[src/rtl/vga_pkg.sv]
// Shared types and constants for the VGA framebuffer arbiter and its write FIFO.
package vga_pkg;

    localparam int unsigned PIX_W        = 24;
    localparam int unsigned H_AW         = 10;
    localparam int unsigned V_AW         = 9;
    localparam int unsigned DEF_H_ACTIVE = 640;
    localparam int unsigned DEF_V_ACTIVE = 480;

    typedef struct packed {
        logic [H_AW-1:0]  h;
        logic [V_AW-1:0]  v;
        logic [PIX_W-1:0] data;
    } wr_req_t;

    typedef enum logic {
        ST_BLANK = 1'b0,
        ST_DISP  = 1'b1
    } disp_state_e;

    // True when a queued write targets a visible pixel.
    function automatic logic req_in_range(input wr_req_t r, input int unsigned h_lim,
                                          input int unsigned v_lim);
        return (32'(r.h) < h_lim) && (32'(r.v) < v_lim);
    endfunction

endpackage

[src/rtl/vga_fb_wfifo.sv]
// Synchronous FIFO of pending framebuffer writes; push is ignored when full, pop when empty.
module vga_fb_wfifo
    import vga_pkg::*;
#(
    parameter int unsigned DEPTH = 8
) (
    input  logic                     i_clk,
    input  logic                     i_rst,
    input  logic                     i_push,
    input  wr_req_t                  i_din,
    input  logic                     i_pop,
    output wr_req_t                  o_head,
    output logic                     o_full,
    output logic                     o_empty,
    output logic [$clog2(DEPTH):0]   o_level
);

    localparam int unsigned PTR_W = $clog2(DEPTH);

    logic [PTR_W-1:0] wr_ptr_q, wr_ptr_d;
    logic [PTR_W-1:0] rd_ptr_q, rd_ptr_d;
    logic [PTR_W:0]   level_q, level_d;
    wr_req_t          mem_q [DEPTH];
    wr_req_t          mem_d [DEPTH];
    logic             push_ok;
    logic             pop_ok;

    assign o_full  = (level_q == (PTR_W+1)'(DEPTH));
    assign o_empty = (level_q == '0);
    assign o_level = level_q;
    assign o_head  = mem_q[rd_ptr_q];

    always_comb begin
        mem_d    = mem_q;
        wr_ptr_d = wr_ptr_q;
        rd_ptr_d = rd_ptr_q;
        level_d  = level_q;
        push_ok  = i_push && !o_full;
        pop_ok   = i_pop && !o_empty;
        if (push_ok) begin
            mem_d[wr_ptr_q] = i_din;
            wr_ptr_d        = wr_ptr_q + PTR_W'(1);
        end
        if (pop_ok) begin
            rd_ptr_d = rd_ptr_q + PTR_W'(1);
        end
        case ({push_ok, pop_ok})
            2'b10:   level_d = level_q + (PTR_W+1)'(1);
            2'b01:   level_d = level_q - (PTR_W+1)'(1);
            default: level_d = level_q;
        endcase
    end

    always_ff @(posedge i_clk or posedge i_rst) begin
        if (i_rst) begin
            wr_ptr_q <= '0;
            rd_ptr_q <= '0;
            level_q  <= '0;
            mem_q    <= '{default: '0};
        end else begin
            wr_ptr_q <= wr_ptr_d;
            rd_ptr_q <= rd_ptr_d;
            level_q  <= level_d;
            mem_q    <= mem_d;
        end
    end

endmodule

[src/rtl/vga_fb_arb.sv]
// Framebuffer port arbiter: display reads win during active video, queued writes retire in blanking.
// Optional statistics counters are built when VGA_FB_ARB_STAT_EN is defined.
module vga_fb_arb
    import vga_pkg::*;
#(
    parameter int unsigned FIFO_DEPTH = 8,
    parameter int unsigned H_ACTIVE   = DEF_H_ACTIVE,
    parameter int unsigned V_ACTIVE   = DEF_V_ACTIVE
) (
    input  logic                         i_clk,
    input  logic                         i_rst,
    input  logic                         i_valid,
    input  logic [9:0]                   i_h_addr,
    input  logic [9:0]                   i_v_addr,
    output logic [PIX_W-1:0]             o_vga_data,
    input  logic                         i_wr_valid,
    output logic                         o_wr_ready,
    input  logic [H_AW-1:0]              i_wr_h,
    input  logic [V_AW-1:0]              i_wr_v,
    input  logic [PIX_W-1:0]             i_wr_data,
    output logic                         o_mem_en,
    output logic                         o_mem_we,
    output logic [H_AW-1:0]              o_mem_h,
    output logic [V_AW-1:0]              o_mem_v,
    output logic [PIX_W-1:0]             o_mem_wdata,
    input  logic [PIX_W-1:0]             i_mem_rdata,
    output logic [$clog2(FIFO_DEPTH):0]  o_fifo_level
`ifdef VGA_FB_ARB_STAT_EN
    ,
    output logic [15:0]                  o_stat_wr,
    output logic [15:0]                  o_stat_drop
`endif
);

    disp_state_e state_q, state_d;
    wr_req_t     wr_in;
    wr_req_t     head;
    logic        fifo_full;
    logic        fifo_empty;
    logic        push;
    logic        pop;
    logic        head_ok;
    logic        unused_v_msb;

    assign unused_v_msb = i_v_addr[9];

    assign wr_in      = '{h: i_wr_h, v: i_wr_v, data: i_wr_data};
    assign o_wr_ready = !i_rst && !fifo_full;
    assign push       = i_wr_valid && o_wr_ready;
    assign pop        = !i_rst && !i_valid && !fifo_empty;
    assign head_ok    = req_in_range(head, H_ACTIVE, V_ACTIVE);

    vga_fb_wfifo #(
        .DEPTH (FIFO_DEPTH)
    ) u_wfifo (
        .i_clk   (i_clk),
        .i_rst   (i_rst),
        .i_push  (push),
        .i_din   (wr_in),
        .i_pop   (pop),
        .o_head  (head),
        .o_full  (fifo_full),
        .o_empty (fifo_empty),
        .o_level (o_fifo_level)
    );

    // Remembers whether last cycle issued a display read, so the returning data is shown.
    always_ff @(posedge i_clk or posedge i_rst) begin
        if (i_rst) begin
            state_q <= ST_BLANK;
        end else begin
            state_q <= state_d;
        end
    end

    always_comb begin
        state_d = ST_BLANK;
        if (i_valid) begin
            state_d = ST_DISP;
        end
    end

    always_comb begin
        o_vga_data = '0;
        if (state_q == ST_DISP) begin
            o_vga_data = i_mem_rdata;
        end
    end

    // Out-of-range heads are popped with the port left idle.
    always_comb begin
        o_mem_en    = 1'b0;
        o_mem_we    = 1'b0;
        o_mem_h     = i_h_addr;
        o_mem_v     = i_v_addr[V_AW-1:0];
        o_mem_wdata = head.data;
        if (!i_rst) begin
            if (i_valid) begin
                o_mem_en = 1'b1;
            end else if (!fifo_empty) begin
                o_mem_h  = head.h;
                o_mem_v  = head.v;
                o_mem_en = head_ok;
                o_mem_we = head_ok;
            end
        end
    end

`ifdef VGA_FB_ARB_STAT_EN
    logic [15:0] stat_wr_q, stat_wr_d;
    logic [15:0] stat_drop_q, stat_drop_d;

    always_comb begin
        stat_wr_d   = stat_wr_q;
        stat_drop_d = stat_drop_q;
        if (pop) begin
            if (head_ok) begin
                stat_wr_d = stat_wr_q + 16'd1;
            end else begin
                stat_drop_d = stat_drop_q + 16'd1;
            end
        end
    end

    always_ff @(posedge i_clk or posedge i_rst) begin
        if (i_rst) begin
            stat_wr_q   <= '0;
            stat_drop_q <= '0;
        end else begin
            stat_wr_q   <= stat_wr_d;
            stat_drop_q <= stat_drop_d;
        end
    end

    assign o_stat_wr   = stat_wr_q;
    assign o_stat_drop = stat_drop_q;
`endif

endmodule

[config.mk]
export PLATFORM = sky130hd
export DESIGN_NAME = vga_fb_arb
export DESIGN_NICKNAME = d
export VERILOG_FILES = /design/src/rtl/vga_pkg.sv /design/src/rtl/vga_fb_wfifo.sv /design/src/rtl/vga_fb_arb.sv
export SDC_FILE = /design/constraint.sdc
export NUM_CORES = 1
export LEC_CHECK = 0
export ABC_AREA = 1
export CAP_MARGIN = 15
export CORE_ASPECT_RATIO = 1.1
export CORE_MARGIN = 5
export CORE_UTILIZATION = 42
export DETAILED_ROUTE_END_ITERATION = 12
export DONT_BUFFER_PORTS = 1
export SETUP_SLACK_MARGIN = 0.3
export SLEW_MARGIN = 20
export SYNTH_ARGS = -nofsm -noshare
export SYNTH_HDL_FRONTEND = slang
export SYNTH_HIERARCHICAL = 1
export SYNTH_SLANG_ARGS = --single-unit
[constraint.sdc]
create_clock -name i_clk -period 12.5 [get_ports i_clk]
set_clock_uncertainty 0.15 [all_clocks]
set_input_delay 0 -clock i_clk [delete_from_list [all_inputs] [get_ports i_clk]]
set_output_delay 0 -clock i_clk [all_outputs]
set_load 0.01 [all_outputs]
# Word-level counts from Yosys, hierarchy flattened
# Index checks and enable logic that the tools add are counted.
word_totals:
  regBits: 355
classes:
  n_mux: 20
  bitwise_logic: 2
  n_eq_ne: 3
  add_sub_neg: 4
  n_reduce_logical: 14
  magnitude_cmp: 5
op_table:
  columns: ["op", "n"]
  rows:
  - ["344-bit bitwise mux", 1]
  - ["43-bit binary-select mux with 3-bit select", 1]
  - ["43-bit demux with 3-bit select", 1]
  - ["43-bit 2-to-1 mux", 3]
  - ["10-bit 2-to-1 mux", 3]
  - ["9-bit 2-to-1 mux", 3]
  - ["24-bit 2-to-1 mux", 1]
  - ["10-bit less-than comparator, second input constant", 1]
  - ["9-bit less-than comparator, second input constant", 1]
  - ["4-bit greater-or-equal comparator, second input constant", 2]
  - ["1-bit logical AND", 8]
  - ["3-bit inverter with 4-bit output", 2]
  - ["4-bit case mux with 2 select lines", 1]
  - ["3-bit by 1-bit adder with 3-bit output, second input constant", 2]
  - ["1-bit 2-to-1 mux", 6]
  - ["4-bit by 1-bit adder with 4-bit output, second input constant", 1]
  - ["4-bit == test, second input constant", 1]
  - ["1-bit logical NOT", 4]
  - ["4-bit logical NOT", 1]
  - ["4-bit by 1-bit less-than comparator with 1-bit output, second input constant", 1]
  - ["4-bit by 1-bit subtractor with 4-bit output, second input constant", 1]
  - ["2-bit by 1-bit == test with 1-bit output, second input constant", 1]
  - ["2-bit == test, second input constant", 1]
  - ["2-bit nonzero test", 1]

# Longest topological paths before layout
# Gate-level depths: netlist of the first run.
depth:
  ltp_word: 9
  ltp_mapped: 17
  mapped_depth_nobuf: 16

# Cells and area by module
# The synthesis of the first run kept the hierarchy.
modules_own_cells:
  columns: ["mod", "seq_area_each_um2", "cells_each", "area_per_inst_um2", "n_inst"]
  rows:
  - ["vga_fb_wfifo", 8858.5, 2793, 19371.1, 1]
  - ["vga_fb_arb", 25.0, 130, 540.5, 1]

# Worst setup path before layout of the first run
# No wires, ideal clock.
synth_timing:
  path_type: "reg2reg"
  startpoint: "reg u_wfifo.level_q[0], in the netlist u_wfifo/o_level[0]"
  endpoint: "reg u_wfifo.level_q[3], in the netlist u_wfifo/o_level[3]"
  setup_slack_ps: 9374
  stages_incl_launch_ff: 16
  required_time_ps: 12233
  period_less_slack_ps: 3126
  setup_time_ps: 117
  n_path_buf: 3
  arrival_ps: 2859
  path_cell_list: "dfrtp_1 -> nor2_1 -> nand3_2 -> buf_2 -> buf_2 -> inv_1 -> nor3b_1 -> clkbuf_1 -> nand2_1 -> ha_1 -> ha_1 -> or2_2 -> nand2_1 -> nand2_1 -> nand3_1 -> nand2_1"
synth_between:
  elab_chain_len: 7
synth_lines:
  columns: ["element", "line", "rtl"]
  rows:
  - ["from (decl)", "vga_fb_wfifo.sv:22", "logic [PTR_W:0] level_q, level_d;"]
  - ["from (signal assigned)", "vga_fb_wfifo.sv:63", "level_q <= level_d;"]
  - ["4-bit == test *", "vga_fb_wfifo.sv:28", "assign o_full = (level_q == (PTR_W+1)'(DEPTH));"]
  - ["via fifo_full", "vga_fb_arb.sv:38", "logic fifo_full;"]
  - ["1-bit logical NOT *", "vga_fb_arb.sv:48", "assign o_wr_ready = !i_rst && !fifo_full;"]
  - ["1-bit logical AND *", "vga_fb_arb.sv:48", null]
  - ["1-bit logical AND *", "vga_fb_arb.sv:49", "assign push = i_wr_valid && o_wr_ready;"]
  - ["via push", "vga_fb_arb.sv:40", "logic push;"]
  - ["1-bit logical AND *", "vga_fb_wfifo.sv:38", "push_ok = i_push && !o_full;"]
  - ["2-bit by 1-bit == test with 1-bit output or 2-bit == test (tied branches)", "vga_fb_wfifo.sv:47", "case ({push_ok, pop_ok})"]
  - ["4-bit case mux with 2 select lines or 2-bit nonzero test (tied branches)", null, null]
# Mark *: on every way through the listed nets, which the timed path passes. The rest lies on a longest branch.
# A chain may end at the register's enable or synchronous reset.

# Worst setup path in the final report of the first run
layout_timing:
  startpoint: "reg u_wfifo.level_q[0], in the netlist u_wfifo/o_level[0]"
  endpoint: "reg u_wfifo/mem_q[282] (netlist name)"
layout_between:
  elab_chain_len: 5
layout_lines:
  columns: ["element", "line", "rtl"]
  rows:
  - ["4-bit == test", "vga_fb_wfifo.sv:28", null]
  - ["via fifo_full", "vga_fb_arb.sv:38", null]
  - ["1-bit logical NOT", "vga_fb_arb.sv:48", null]
  - ["1-bit logical AND", "vga_fb_arb.sv:48", null]
  - ["1-bit logical AND", "vga_fb_arb.sv:49", null]
  - ["via push", "vga_fb_arb.sv:40", null]
  - ["1-bit logical AND", "vga_fb_wfifo.sv:38", null]
  - ["to (signal assigned)", "vga_fb_wfifo.sv:64", "mem_q <= mem_d;"]
  - ["to (decl)", "vga_fb_wfifo.sv:23", "wr_req_t mem_q [DEPTH];"]
# The timed path passes the listed nets, and every way through them passes these cells.

==> flow_summary.toml, run 1 <==
[layout]
area_growth_pct = 10.5
post-route-cell-area_um2 = 22000
fin_cells = 3492
fin_util_pct = 47.0
nets = 2923
fillers = 4675
drive_gt1_share_pct = 4.41

[setup_path]
crit_buf_inv = 4
arrival_ps = 4380
crit_type = "flip-flop to flip-flop"
cp_max_fo = 181
cp_cell_sequence = "nor2_1 -> nand3_4 -> inv_1 -> nor3b_2 -> buf_12 -> buf_4 -> nand3_2 -> buf_4 -> nand2_1 -> nand2_1"
cp-end-kind = "flip-flop"
worstSetupPathDepth = 10
reg2reg_depth = 10
max_stage_delay_ps = 760
slowest_stage = "buf_4"
startpoint_type = "flip-flop"
path_delay_family = "buffers and inverters"
required_ps = 12780

[drt]
viasPerCell = 5.25
wire_per_inst_um = 17.8
firstDrtPassIters = 5
drtIter0Drc = 1606
final_antenna_net_count = 0
vias = 18300
drc = 0
wl_um = 62100

[floorplan]
core_um2 = 46800
die_w_um = 218
start_util_pct = 42.5
ios = 165
rows = 83
die_h_um = 238
die-area_um2 = 51900

[power_and_ir_drop]
switching_share_pct = 44.7
vdd_drop_max_mv = 0.223
p_int_mw = 3.05
pwr-share-clk_pct = 21.3
power.leakage_nw = 12.1
switchingPower_mw = 2.47
totalPowerFinal_mw = 5.52
powerDensity_nw_per_um2 = 251
seq_power_share_pct = 35.4
p_comb_share_pct = 43.2

[synth]
syn-num-nets = 3020
synthAdderAreaFrac_pct = 0.415
ys_warn_count = 6
yosys.area_share.simple_pct = 44.2
ys_top_cells_by_area = "dfrtp_1, nand2_1, nand4_1"
ys_seq_area_share_pct = 44.6
synth_xor_area_share_pct = 0.264
synth_top_family_by_area = "simple AND/OR/NAND/NOR gates"
synth_area_um2 = 19900
synth_top_cell_area_share_pct = 44.6
yosysTopAreaCell = "dfrtp_1"
synth_compound_area_share_pct = 0.126
avgSynthCellArea_um2 = 6.81
synth_mux_area_share_pct = 0
synth_cells = 2923
yosysUniqueCellTypes = 26
synth-seq-cells = 355

[sta]
final_hold_viol_count = 0
period_needed_ps = 4100
tns_ps = 0
timing.fmax_mhz = 244
relSlewSlack_pct = 24.4
rsz0062_at_grt = "false"
slew_viol_final = 0
worst_slew_pin_slew_ps = 1130
period_share_pct = 32.8
setup_viol = 0

[place]
hpwl_um = 31400
globalplace.congestion = 0.760
place_inst = 3331
placed_cell_area_um2 = 19700
port_buffers = 0

[cts]
clock_sinks = 355
cts_tree = "yes"
cts-htree-levels = 2
cts_root_buffer = "clkbuf_16"
clk_pin_slew_worst_paths_ps = 60
cts.path.max_buffers = 3
post_cts_buffers = 0
numCtsBuffers = 41
clock_latency_ps = 540

[global_route]
grt_pass1_vias = 16900
grt_overflow = 0
antenna_found_initial = 3
grt_first_pass_wirelength_um = 97600
grtUsageTotal_pct = 23.2
grt_max_degree = 220

[worst_hold_path]
holdCritPathClass = "input port to flip-flop"
hold_depth = 4

[run_status]
status = "finished clean"

[flow_run]
drv_cap = 0
[path summary, 6_finish.rpt]
kind	from	endpoint	slack (ps)
setup / recovery	u_wfifo/o_level[0]	u_wfifo/mem_q[282]	8400
hold / removal	i_wr_valid	u_wfifo/mem_q[119]	9
setup reg to reg	u_wfifo/o_level[0]	u_wfifo/mem_q[282]	8400
hold reg to reg	u_wfifo/mem_q[13]	u_wfifo/mem_q[13]	320
max in group asynchronous	i_rst	u_wfifo/mem_q[48]	10030
min in group asynchronous	i_rst	u_wfifo/mem_q[334]	60
[cells in the final DEF (no fill, tap or decap), types with 2 or more instances in the layout]
cell / instances
nand3_1: 5
buf_12: 3
clkinv_2: 7
nor2_4: 8
xor2_1: 2
buf_16: 2
nand3_2: 6
o21ai_0: 5
clkbuf_16: 43
clkbuf_8: 12
inv_1: 210
nand2_1: 1356
nand2_2: 3
nand3_4: 3
nand4_1: 344
clkbuf_1: 9
dfrtp_1: 352
xnor2_1: 4
nor2_1: 348
dlygate4sd3_1: 87
dfrtp_4: 2
inv_2: 5
buf_4: 25
ha_1: 5
[synth_stat cells]
cell type / count
nand2_1: 1356
dfrtp_1: 355
nor2_1: 348
nand4_1: 344
inv_1: 211
buf_2: 165
clkbuf_1: 64
buf_1: 16
buf_6: 8
nor2_4: 8
nand3_2: 7
ha_1: 5
inv_2: 5
nand3_1: 5
o21ai_0: 5
xnor2_1: 4
clkbuf_2: 3
nand2_2: 3
buf_4: 2
nand3_4: 2
xor2_1: 2
clkinv_1: 1
fa_1: 1
nor2_2: 1
nor3b_1: 1
or2_2: 1
[final cells by class]
type                       count  area (µm²)  share of cell area (%)
tap                          637         797                    3.62
sequential                   355        8890                    40.4
multi-input combinational   2093        8980                    40.8
clock buffer                  64        1270                    5.80
antenna                        1        2.50                  0.0114
clock inverter                 7        38.8                   0.176
timing repair buffer         118        1180                    5.39
inverter                     217         823                    3.74
[worst reg2reg max path: cells and delay by family (launching register included)]
kind | cells | cell delay (ps)
buffers and inverters | 4 | 2120
AND/OR/NAND/NOR | 6 | 1240
flip-flops | 1 | 480
[power groups by stage]
stage                     sequential [mW]  clock (mW)  combinational (mW)
final                                1.96        1.18                2.39
after global routing                 2.02        1.25                2.75
after CTS                            1.95        1.21                2.39
after detailed placement             1.97           0                2.34
after global placement               1.95           0                2.30
after floorplan                      1.85           0                1.89
[sequential cells by signal (all words and copies together), names as in the netlist]
| register | cells |
|---|---|
| state_q | 1 |
| u_wfifo/rd_ptr_q | 3 |
| u_wfifo/mem_q | 344 |
| u_wfifo/wr_ptr_q | 3 |
| u_wfifo/o_level | 4 |
[routing by layer]
metal  part of all wire [%]  wire length [µm]  up-vias  GRT usage, %
met4                    2.4              1460        4          6.42
met5                  0.031                19        -             0
met2                     48             29500      627          38.1
met1                     43             26800     8680          31.7
met3                    6.9              4300      102          4.29
li1                       -                 -     8910             -
[kinds of logic after synthesis]
family	count (synthesis)
compound gates	5
xor+xnor	6
fa+ha+maj	6
buf+inv	475
flops	355
simple gates	2076
[through the flow]
step	setup WS [ps]	hold slack [ps]
after floorplan	2530	-413
after global placement	8440	-409
after detailed placement	8430	-408
after CTS	8410	1.25
after global routing	8110	26.6
final	8400	8.95
[timing repair]
action,CTS,global route
gates resized for setup,0,0
endpoints found under the hold margin,480,1
hold buffers,86,1
(Power assumes the default switching activity.)
==> inputs of run 2 (changes only) <==
==> constraint.sdc (replaced) <==
create_clock -name i_clk -period 3.9 [get_ports i_clk]
set_clock_uncertainty 0.15 [all_clocks]
set_input_delay 0 -clock i_clk [delete_from_list [all_inputs] [get_ports i_clk]]
set_output_delay 0 -clock i_clk [all_outputs]
set_load 0.01 [all_outputs]
==> run 2 against run 1 <==
Effect of this change:
- count of clock-buffer cells in the layout is 1 higher
- core utilization grew 0.54 points
- hold slack better by 4.2 ps
- non-clock buffer count increased by 22
- global-route usage grew 0.41 points
- sequential share of layout area fell by 0.46 points
- register-to-register slack got worse by 7800 ps
- total power grew to 3.3 times the previous value
- sequential cell count is the same
- critical endpoint is now u_wfifo/mem_q[214]
- routed wire length up 0.74%
- largest cell class unchanged
- via count increased by 0.46%
- clock power grew to 3.3 times the previous value
==> flow_summary.toml, run 2 (synthesis results as in run 1) <==
[run_status]
status = "finished clean"

[floorplan]
start_util_pct = 42.5
die_h_um = 238
core_um2 = 46800
ios = 165
rows = 83
die_w_um = 218
die-area_um2 = 51900

[drt]
wl_um = 62500
firstDrtPassIters = 5
drc = 0
wire_per_inst_um = 17.8
final_antenna_net_count = 0
vias = 18400
drtIter0Drc = 1534
viasPerCell = 5.23

[place]
place_inst = 3355
port_buffers = 0
globalplace.congestion = 0.784
hpwl_um = 33500
placed_cell_area_um2 = 20000

[setup_path]
cp_max_fo = 198
cp-end-kind = "flip-flop"
required_ps = 4260
startpoint_type = "flip-flop"
arrival_ps = 3670
crit_type = "flip-flop to flip-flop"

[layout]
largest_register = "u_wfifo/mem_q"
fin_cells = 3519
post-route-cell-area_um2 = 22200
fillers = 4667
final_cell_mix = "nand2_1, dfrtp_1, nor2_1"
seq_area_um2 = 8890
drive_gt1_share_pct = 5.28
final_common_cell = "nand2_1"
nets = 2946
multiInputGateArea_um2 = 8980
area_growth_pct = 11.7
largest_register_ffs = 344

[global_route]
grt_max_degree = 199
grt_first_pass_wirelength_um = 98200
antenna_found_initial = 3
grtUsageTotal_pct = 23.6
grt_pass1_vias = 17000
grt_overflow = 0

[cts]
cts_tree = "yes"
numCtsBuffers = 42
clock_latency_ps = 560
clk_pin_slew_worst_paths_ps = 60
cts_root_buffer = "clkbuf_16"
cts-htree-levels = 2
cts.path.max_buffers = 3
clock_sinks = 355
post_cts_buffers = 0

[sta]
fin_hold_ws_ps = 13.1
tns_ps = 0
relSlewSlack_pct = 35.5
period_needed_ps = 3310
timing.fmax_mhz = 302
rsz0062_at_grt = "false"
setup_viol = 0
slew_viol_final = 0
period_share_pct = 84.9
worst_slew_pin_slew_ps = 967
final_hold_viol_count = 0

[power_and_ir_drop]
powerDensity_nw_per_um2 = 807
totalPowerFinal_mw = 17.9
vdd_drop_max_mv = 0.482
power.leakage_nw = 12.2

[flow_run]
drv_cap = 0

[worst_hold_path]
holdCritPathClass = "input port to output port"
==> run 2: path summary, 6_finish.rpt <==
kind,from,end,slack (ps),cells past startpoint
max reg2reg,u_wfifo/o_level[0],u_wfifo/mem_q[214],590,7
min in group asynchronous,i_rst,u_wfifo/mem_q[115],530,3
max in group asynchronous,i_rst,u_wfifo/mem_q[191],1730,4
min,i_h_addr[2],o_mem_h[2],10,2
max,u_wfifo/o_level[0],u_wfifo/mem_q[214],590,7
min reg2reg,u_wfifo/mem_q[94],u_wfifo/mem_q[94],320,2
==> run 2: critical path, cell delays in order (launching register included) <==
cell	delay, ps
dfrtp_1	460
nor2_1	140
nand3_4	140
buf_12	630
buf_12	520
nand4_1	140
dlygate4sd3_1	600
nand2_1	70
==> run 2: report_power, final <==
part           internal (mW)  switching (mW)  total, mW
clock network           2.37            1.57       3.94
logic                   2.38            5.44       7.82
registers               5.25           0.938       6.18
total                   9.99            7.95       17.9
==> run 2: final cells by class <==
class,instances,area share [%]
flip-flops and latches,355,40.0
well taps,637,3.58
repair buffers,140,6.15
multi-input cells,2093,40.4
diodes,2,0.0225
inverters,217,3.68
clock buffers,65,5.89
clock inverters,10,0.337
==> run 2: layer usage <==
layer,vias up,part of all wire (%),wire length [µm],GRT usage [%]
li1,8950,-,-,-
met3,113,7.2,4500,3.73
met2,618,47,29300,38.7
met4,2,2.9,1840,7.80
met1,8725,43,26900,32.2
met5,-,0.021,13,0
==> run 2: timing repair <==
item                                   in CTS  in global routing
endpoints found under the hold margin     676                  0
hold buffers                               87                  0
resized for setup                           0                  0
==> run 2: stage by stage <==
stage / utilization [%] / worst slack (ps)
floorplan: - / -992
global placement: 42.7 / 766
detailed placement: 42.7 / 768
CTS: 47.5 / 750
global route: 47.5 / 589
finish: 47.5 / 588
